**config.mk**
```make
export PLATFORM = sky130hd
export DESIGN_NAME = pc_stack_unit
export DESIGN_NICKNAME = d
export VERILOG_FILES = /design/src/rtl/pc_stack_unit.sv
export SDC_FILE = /design/constraint.sdc
export NUM_CORES = 1
export LEC_CHECK = 0
export ABC_AREA = 0
export CAP_MARGIN = 15
export CORE_MARGIN = 4
export CORE_UTILIZATION = 50
export DETAILED_ROUTE_END_ITERATION = 7
export PLACE_DENSITY = 0.7
export REMOVE_ABC_BUFFERS = 1
export SLEW_MARGIN = 20
export SYNTH_ARGS = -nofsm -noshare
export SYNTH_HDL_FRONTEND = slang
export SYNTH_SLANG_ARGS = --single-unit
```
**constraint.sdc**
```tcl
create_clock -name clk -period 3.8 [get_ports clk]
set_input_delay 0.76 -clock clk [delete_from_list [all_inputs] [get_ports clk]]
set_output_delay 0.76 -clock clk [all_outputs]
set_load 0.1 [all_outputs]
```
**src/rtl/pc_stack_unit.sv**
```systemverilog
// Program-counter unit: instruction fetch address generation with increment,
// skip, jump, call/return through a circular return stack, and interrupt
// vectoring. Stack overflow/underflow are reported through sticky flags.
module pc_stack_unit #(
    parameter int unsigned PC_WIDTH     = 13,
    parameter int unsigned STACK_DEPTH  = 8,
    parameter int unsigned RESET_VECTOR = 0,
    parameter int unsigned INT_VECTOR   = 4
) (
    input  logic                               clk,
    input  logic                               reset,
    input  logic                               en,
    input  logic [2:0]                         op,
    input  logic [PC_WIDTH-1:0]                target,
    input  logic                               clr_flags,
    output logic [PC_WIDTH-1:0]                out,
    output logic [PC_WIDTH-1:0]                tos,
    output logic [$clog2(STACK_DEPTH):0]       stack_depth,
    output logic                               stack_overflow,
    output logic                               stack_underflow
);

    localparam int unsigned PTR_W   = $clog2(STACK_DEPTH);
    localparam int unsigned DEPTH_W = PTR_W + 1;

    localparam logic [2:0] OP_INC  = 3'd0;
    localparam logic [2:0] OP_SKIP = 3'd1;
    localparam logic [2:0] OP_JUMP = 3'd2;
    localparam logic [2:0] OP_CALL = 3'd3;
    localparam logic [2:0] OP_RET  = 3'd4;
    localparam logic [2:0] OP_INT  = 3'd5;

    localparam logic [PC_WIDTH-1:0] RESET_PC = PC_WIDTH'(RESET_VECTOR);
    localparam logic [PC_WIDTH-1:0] INT_PC   = PC_WIDTH'(INT_VECTOR);
    localparam logic [DEPTH_W-1:0]  FULL_CNT = DEPTH_W'(STACK_DEPTH);

    logic [PC_WIDTH-1:0] stack_mem [STACK_DEPTH];
    logic [PTR_W-1:0]    wr_ptr;
    logic [PTR_W-1:0]    top_ptr;

    logic [PC_WIDTH-1:0] next_pc;
    logic [PC_WIDTH-1:0] push_val;
    logic                do_push;
    logic                do_pop;
    logic                stack_full;
    logic                stack_empty;

    // Top of stack is the slot just below the write pointer (circular).
    always_comb begin
        top_ptr = wr_ptr - PTR_W'(1);
        tos     = stack_mem[top_ptr];
    end

    // Occupancy status used for saturation and flag detection.
    always_comb begin
        stack_full  = (stack_depth == FULL_CNT);
        stack_empty = (stack_depth == '0);
    end

    // Operation decode: next PC and stack push/pop requests.
    always_comb begin
        next_pc  = out;
        push_val = out;
        do_push  = 1'b0;
        do_pop   = 1'b0;
        if (en) begin
            case (op)
                OP_INC:  next_pc = out + PC_WIDTH'(1);
                OP_SKIP: next_pc = out + PC_WIDTH'(2);
                OP_JUMP: next_pc = target;
                OP_CALL: begin
                    do_push  = 1'b1;
                    push_val = out + PC_WIDTH'(1);
                    next_pc  = target;
                end
                OP_RET: begin
                    do_pop  = 1'b1;
                    next_pc = tos;
                end
                OP_INT: begin
                    do_push  = 1'b1;
                    push_val = out;
                    next_pc  = INT_PC;
                end
                default: next_pc = out;
            endcase
        end
    end

    // Program counter register.
    always_ff @(posedge clk) begin
        if (reset) begin
            out <= RESET_PC;
        end else begin
            out <= next_pc;
        end
    end

    // Return-stack storage; a push writes the slot at the write pointer.
    always_ff @(posedge clk) begin
        if (reset) begin
            for (int i = 0; i < int'(STACK_DEPTH); i++) begin
                stack_mem[PTR_W'(i)] <= '0;
            end
        end else if (do_push) begin
            stack_mem[wr_ptr] <= push_val;
        end
    end

    // Write pointer wraps freely; depth saturates at both ends.
    always_ff @(posedge clk) begin
        if (reset) begin
            wr_ptr      <= '0;
            stack_depth <= '0;
        end else if (do_push) begin
            wr_ptr <= wr_ptr + PTR_W'(1);
            if (!stack_full) begin
                stack_depth <= stack_depth + DEPTH_W'(1);
            end
        end else if (do_pop) begin
            wr_ptr <= top_ptr;
            if (!stack_empty) begin
                stack_depth <= stack_depth - DEPTH_W'(1);
            end
        end
    end

    // Sticky error flags; a new event wins over a simultaneous clear.
    always_ff @(posedge clk) begin
        if (reset) begin
            stack_overflow  <= 1'b0;
            stack_underflow <= 1'b0;
        end else begin
            stack_overflow  <= (stack_overflow  & ~clr_flags) | (do_push & stack_full);
            stack_underflow <= (stack_underflow & ~clr_flags) | (do_pop  & stack_empty);
        end
    end

endmodule

```
==> results of run 1 <==
-- layer usage --
metal  up-vias  GRT usage (%)
met5         -              0
met4         0           7.70
met3        31           6.18
met2       257           38.1
met1      2360           30.8
li1       2197              -
-- cell families (layout without fill, tap and decap cells) --
group / Yosys count / in the layout / share of synthesized area (%)
AOI/OAI and AO/OA: 90 / 90 / 8.59
adders and majority gates: 7 / 7 / 1.46
and+or+nand+nor: 231 / 231 / 16.1
buffers and inverters: 49 / 114 / 3.53
DFF: 126 / 126 / 54.6
xor gates and xnor gates: 25 / 25 / 3.47
muxes: 40 / 40 / 12.2
-- through the flow --
| step | cell area (um2) | utilization, % | worst slack [ns] | hold WS (ns) | TNS (ns) |
|---|---|---|---|---|---|
| floorplan | 6320 | - | -0.172 | 0.609 | -0.172 |
| global placement | 7360 | 57.9 | 0.553 | 0.458 | 0 |
| detailed placement | 7360 | 57.9 | 0.513 | 0.473 | 0 |
| CTS | 7890 | 62.0 | 0.349 | 0.480 | 0 |
| global route | 7890 | 62.0 | 0.233 | 0.498 | 0 |
| finish | 7890 | 62.0 | 0.306 | 0.476 | 0 |
-- cell usage in the layout, fill, tap and decap left out, types with 13 or more instances in the layout --
cell / Yosys / routed
edfxtp_1: 104 / 104
clkbuf_16: 0 / 17
mux4_1: 15 / 15
xnor2_1: 16 / 16
a21oi_1: 26 / 26
nand2_1: 42 / 42
nor2_1: 124 / 124
dfxtp_1: 22 / 22
o21ai_0: 24 / 24
buf_12: 0 / 13
clkdlybuf4s50_1: 0 / 37
buf_4: 2 / 26
-- layout make-up --
| type | instances | area [um2] |
|---|---|---|
| clock buffer | 19 | 433 |
| clock inverter | 12 | 97.6 |
| fill | 1024 | 4830 |
| inverter | 7 | 26.3 |
| multi-input combinational | 393 | 2730 |
| sequential | 126 | 3560 |
| tap | 172 | 215 |
| timing repair buffer | 76 | 826 |
-- state kept, by name, summed over array words and instances, names as in the netlist --
name and count:
wr_ptr 3, stack_underflow 1, stack_depth 4, stack_overflow 1, stack_mem 104, out 13
-- synth_stat cells, types with 2 or more instances --
library cell / count / share of area [%]
ha_1: 6 / 1.2
nand4_1: 3 / 0.29
mux4_1: 15 / 6.0
and4_1: 3 / 0.40
or3_1: 3 / 0.29
and2_1: 4 / 0.38
a21o_1: 2 / 0.23
nor2b_1: 5 / 0.48
nor2_1: 124 / 7.1
a221oi_1: 4 / 0.54
o21ai_0: 24 / 1.8
mux4_2: 11 / 3.8
xor2_1: 8 / 1.1
nor4_1: 3 / 0.29
nand2b_1: 12 / 1.2
nor3_1: 6 / 0.46
xnor2_1: 16 / 2.1
a22oi_1: 5 / 0.58
o22ai_1: 4 / 0.38
buf_4: 2 / 0.23
mux2_2: 12 / 2.1
nand2_1: 42 / 2.4
buf_6: 3 / 0.52
o21a_1: 3 / 0.35
buf_2: 12 / 0.92
a32o_1: 2 / 0.31
a211oi_1: 5 / 0.58
edfxtp_1: 104 / 48
clkbuf_1: 24 / 1.4
o211ai_1: 2 / 0.23
a31oi_1: 6 / 0.58
inv_1: 6 / 0.35
nand3_1: 11 / 0.84
mux2i_1: 2 / 0.31
a21oi_1: 26 / 2.0
and3_1: 6 / 0.58
dfxtp_1: 22 / 6.7
-- worst max-delay path, delay by kind of cell (launching register included) --
| family | cells | cell delay, ns |
|---|---|---|
| mux | 2 | 0.76 |
| buf+inv | 3 | 0.71 |
| flops | 1 | 0.48 |
| fa+ha+maj | 1 | 0.37 |
-- power by group through the flow --
stage          sequential (mW)  clock [mW]  combinational, mW
4_1_cts                   1.59        1.48              0.840
2_1_floorplan             1.71           0              0.441
3_3_place_gp              1.62           0              0.829
6_report                  1.59        1.46              0.839
3_5_place_dp              1.62           0              0.835
5_1_grt                   1.60        1.55              0.873
-- worst paths after layout --
check / from / end / slack [ns] / depth (start not counted)
hold / removal: stack_overflow / stack_overflow / 0.48 / 2
setup reg to reg: wr_ptr[1] / out[6] / 1.04 / 8
hold reg to reg: stack_overflow / stack_overflow / 0.48 / 2
setup / recovery: wr_ptr[1] / tos[2] / 0.31 / 6
==> run summary, run 1 <==
status = finished clean
Crit Path Max Fanout = 26
routed vias/inst = 6.02
# hold bufs at CTS = 0
WL final = 16.8 mm
P_sw = 1.18 mW
maximum VDD drop = 315 uV
largest net degree at the start of global routing = 30
fraction of the cycle the final worst path needs = 92.0%
max layer used = met4
Detailed Routing Iterations Pass 1 = 5
HP Class = reg2reg
Gate power share = 21.5%
# diodes = 0
via count = 4845
dpl cells = 774
max-cap violation count = 0
Crit Path Category = reg2out
die width = 122 um
H-tree lvl count = 4
Clock Power Share = 37.6%
fin crit period = 3.49 ns
Die Height = 122 um
per-cell routed wire length = 20.9 um
gr usage total = 23.4%
Worst-Skew Late Latency = 0.41 ns
FFs w/ async S/R, synth = 0%
P&R area growth vs syn = 21.0%
Slew HR = 34.2%
CP cell instances = inv_1 -> ha_1 -> buf_4 -> mux4_1 -> mux2_2 -> buf_12
register area share after synthesis = 54.6%
number of flops mapped to enable cells by yosys = 104
crit start category = register
Worst EP arrival = 2.73 ns
Leakage = 2.75 nW
Max Buffers Root-to-Sink = 2
final count of negative-setup-slack endpoints = 0
Final nets = 648
WL met1 = 6.92 mm
switch share = 30.2%
initial antenna violation count = 0
Layout Skew = 0.00993 ns
register bit count reported by yosys = 126
RePlAce Congestion = 0.887
Fin. Hold Viols = 0
grt ovf = 0
root buffer cell = clkbuf_16
Cells after Synth = 568
Fmax = 0.286 GHz
Req. time, crit path = 3.04 ns
non-filler instance count after layout = 805
Distinct cells, synth = 57
max-slew violation count = 0
first-pass GRT wire length = 26.2 mm
Synth Flop Type = edfxtp_1
vias in the first global route = 4811
RSZ-0062 raised after global routing = false
wire length on met3 = 1.41 mm
synthesized area = 0.00653 mm2
crit-path max cell delay = 0.48 ns
Initial Utilization = 51.3%
layout cells sized above 1 = 14.8%
Core Area = 0.0127 mm2
Port-buffer cells = 51
antenna viol nets, final = 0
CP Capture Type = output port
HPWL Detailed = 11.4 mm
# Post-CTS Setup Buffers = 0
PostCTS Resize Cnt = 0
critical path's slowest cell = dfxtp_1
CTS Buf Count = 17
Top Ports = 52
PD cells = 494 mW/mm2
CTS tree = yes
clock sink count = 126
drc violations = 0
syn_area_per_cell = 11.5 um2
worst-margin pin slew = 0.985 ns
Routed met2 length = 8.10 mm
clk slew on worst S/H paths = 0.05 ns
P_int = 2.72 mW
Power Total = 3.90 mW
row count = 41
Flop pwr share = 40.9%
Starting DRT DRC Count = 744
die footprint = 0.0149 mm2
Syn. warnings = 0
(Power assumes the default switching activity.)
==> inputs of run 2 (changes only) <==
--- a/config.mk
+++ b/config.mk
@@ -11,3 +11,5 @@
 export CORE_UTILIZATION = 50
+export CTS_CLUSTER_DIAMETER = 40
 export DETAILED_ROUTE_END_ITERATION = 7
+export GPL_TIMING_DRIVEN = 0
 export PLACE_DENSITY = 0.7
--- a/constraint.sdc
+++ b/constraint.sdc
@@ -3,2 +3,2 @@
 set_output_delay 0.76 -clock clk [all_outputs]
-set_load 0.1 [all_outputs]
+set_load 0.02 [all_outputs]
==> run summary, run 2 (synthesis gave the netlist of run 1 again) <==
status = finished clean
Detailed Routing Iterations Pass 1 = 6
per-cell routed wire length = 22.0 um
Gate power share = 13.1%
vias in the first global route = 4688
Worst-Skew Late Latency = 0.41 ns
biggest regs = stack_mem (104), out (13), stack_depth (4)
Core Area = 0.0127 mm2
Final nets = 625
PD cells = 510 mW/mm2
worst-margin pin slew = 1.01 ns
root buffer cell = clkbuf_16
antenna viol nets, final = 0
Layout Skew = 0.0103 ns
Fin. Hold Viols = 0
Clock Power Share = 47.0%
Top Ports = 52
Leakage = 2.69 nW
Worst EP arrival = 2.90 ns
routed vias/inst = 6.08
commonest cells after routing, fill and taps aside = nor2_1, edfxtp_1, clkdlybuf4s50_1, nand2_1, a21oi_1
P&R area growth vs syn = 20.1%
drc violations = 0
R2R cell count = 8
Starting DRT DRC Count = 676
# hold bufs at CTS = 0
max-cap violation count = 0
layout cells sized above 1 = 12.4%
P_int = 3.02 mW
Flop pwr share = 40.0%
HP Class = reg2reg
maximum VDD drop = 294 uV
Hold Startpoint = stack_overflow
Final Util = 61.6%
via count = 4761
Req. time, crit path = 3.04 ns
fraction of the cycle the final worst path needs = 96.4%
Port-buffer cells = 51
row count = 41
CP Capture Type = output port
Crit Path Max Fanout = 16
final count of negative-setup-slack endpoints = 0
Die Height = 122 um
P_sw = 0.979 mW
H-tree lvl count = 4
fin crit period = 3.66 ns
Slew HR = 32.5%
clk slew on worst S/H paths = 0.06 ns
Fmax = 0.273 GHz
RSZ-0062 raised after global routing = false
clock sink count = 126
Crit Path Category = reg2out
non-filler instance count after layout = 783
dpl cells = 750
die width = 122 um
Max Buffers Root-to-Sink = 2
largest net degree at the start of global routing = 30
switch share = 24.5%
RePlAce Congestion = 0.896
Initial Utilization = 51.3%
initial antenna violation count = 0
# diodes = 0
WL final = 17.2 mm
Reg2Reg Setup Slack = 1.24 ns
first-pass GRT wire length = 26.6 mm
CP Launch Point = wr_ptr[0]
R2R Path Start = wr_ptr[0]
commonest non-fill, non-tap cell in the layout = nor2_1
filler instances = 1034
HPWL Detailed = 10.6 mm
CTS tree = yes
crit start category = register
grt ovf = 0
Largest register FFs = 104
max-slew violation count = 0
CTS Buf Count = 17
Hold Path Stages = 2
gr usage total = 23.9%
die footprint = 0.0149 mm2
Biggest register = stack_mem
[run 2: changes by cell type in the layout (fill, tap and decap cells not counted), moves of 4 or more]
cell / delta
clkinv_1: -4
nand2b_2: +6
nand2b_1: -8
clkdlybuf4s50_1: +12
buf_12: -12
buf_4: -26
bufinv_16: +5
[run 2: area by class of cell]
| class | instances | area, um2 | area share, % |
|---|---|---|---|
| clock inverters | 15 | 259 | 3.30 |
| multi-input cells | 393 | 2800 | 35.7 |
| repair buffers | 53 | 551 | 7.02 |
| inverters | 7 | 26.3 | 0.335 |
| flip-flops and latches | 126 | 3570 | 45.5 |
| well taps | 172 | 215 | 2.75 |
| clock buffers | 17 | 425 | 5.43 |
[run 2: metal layers]
| layer | GRT usage [%] | wire length, um | up-vias |
|---|---|---|---|
| met5 | 0 | 0 | - |
| met3 | 5.25 | 1560 | 33 |
| li1 | - | - | 2153 |
| met1 | 32.0 | 7120 | 2323 |
| met2 | 39.4 | 8200 | 252 |
| met4 | 7.42 | 323 | 0 |
[run 2: power by group through the flow]
stage	registers, mW	logic [mW]	clock network, mW
floorplan	1.63	0.276	0
global placement	1.63	0.485	0
detailed placement	1.62	0.501	0
CTS	1.60	0.509	1.89
global route	1.60	0.555	1.96
finish	1.60	0.523	1.88
[run 2: worst paths after layout]
check / to
worst max-delay path: tos[8]
worst min-delay path: stack_overflow
worst max register to register: out[6]
worst min register to register: stack_overflow
[run 2: critical path, stage by stage, from the launching register on]
cell and delay [ns]:
dfxtp_4 0.47, inv_1 0.14, ha_4 0.47, buf_8 0.22, mux4_2 0.32, mux2_2 0.31, clkdlybuf4s50_1 0.54
[run 2: metrics by stage]
stage | area (um2) | TNS, ns | power, mW | setup slack (ns) | hold slack (ns)
after floorplan | 6320 | 0 | 1.90 | 0.168 | 0.534
after global placement | 7050 | -79.59 | 2.11 | -1.36 | 0.459
after detailed placement | 7070 | -59.53 | 2.13 | -0.820 | 0.464
after CTS | 7780 | -4.53 | 3.99 | -0.129 | 0.472
after global routing | 7840 | 0 | 4.12 | 0.0531 | 0.504
final | 7840 | 0 | 4.00 | 0.135 | 0.468
[run 2: what timing repair did]
item                       4_1_cts  5_1_grt
pin swaps                        0        1
setup endpoints to repair      117      115
gates resized for setup          9        8
setup buffers                    0        1
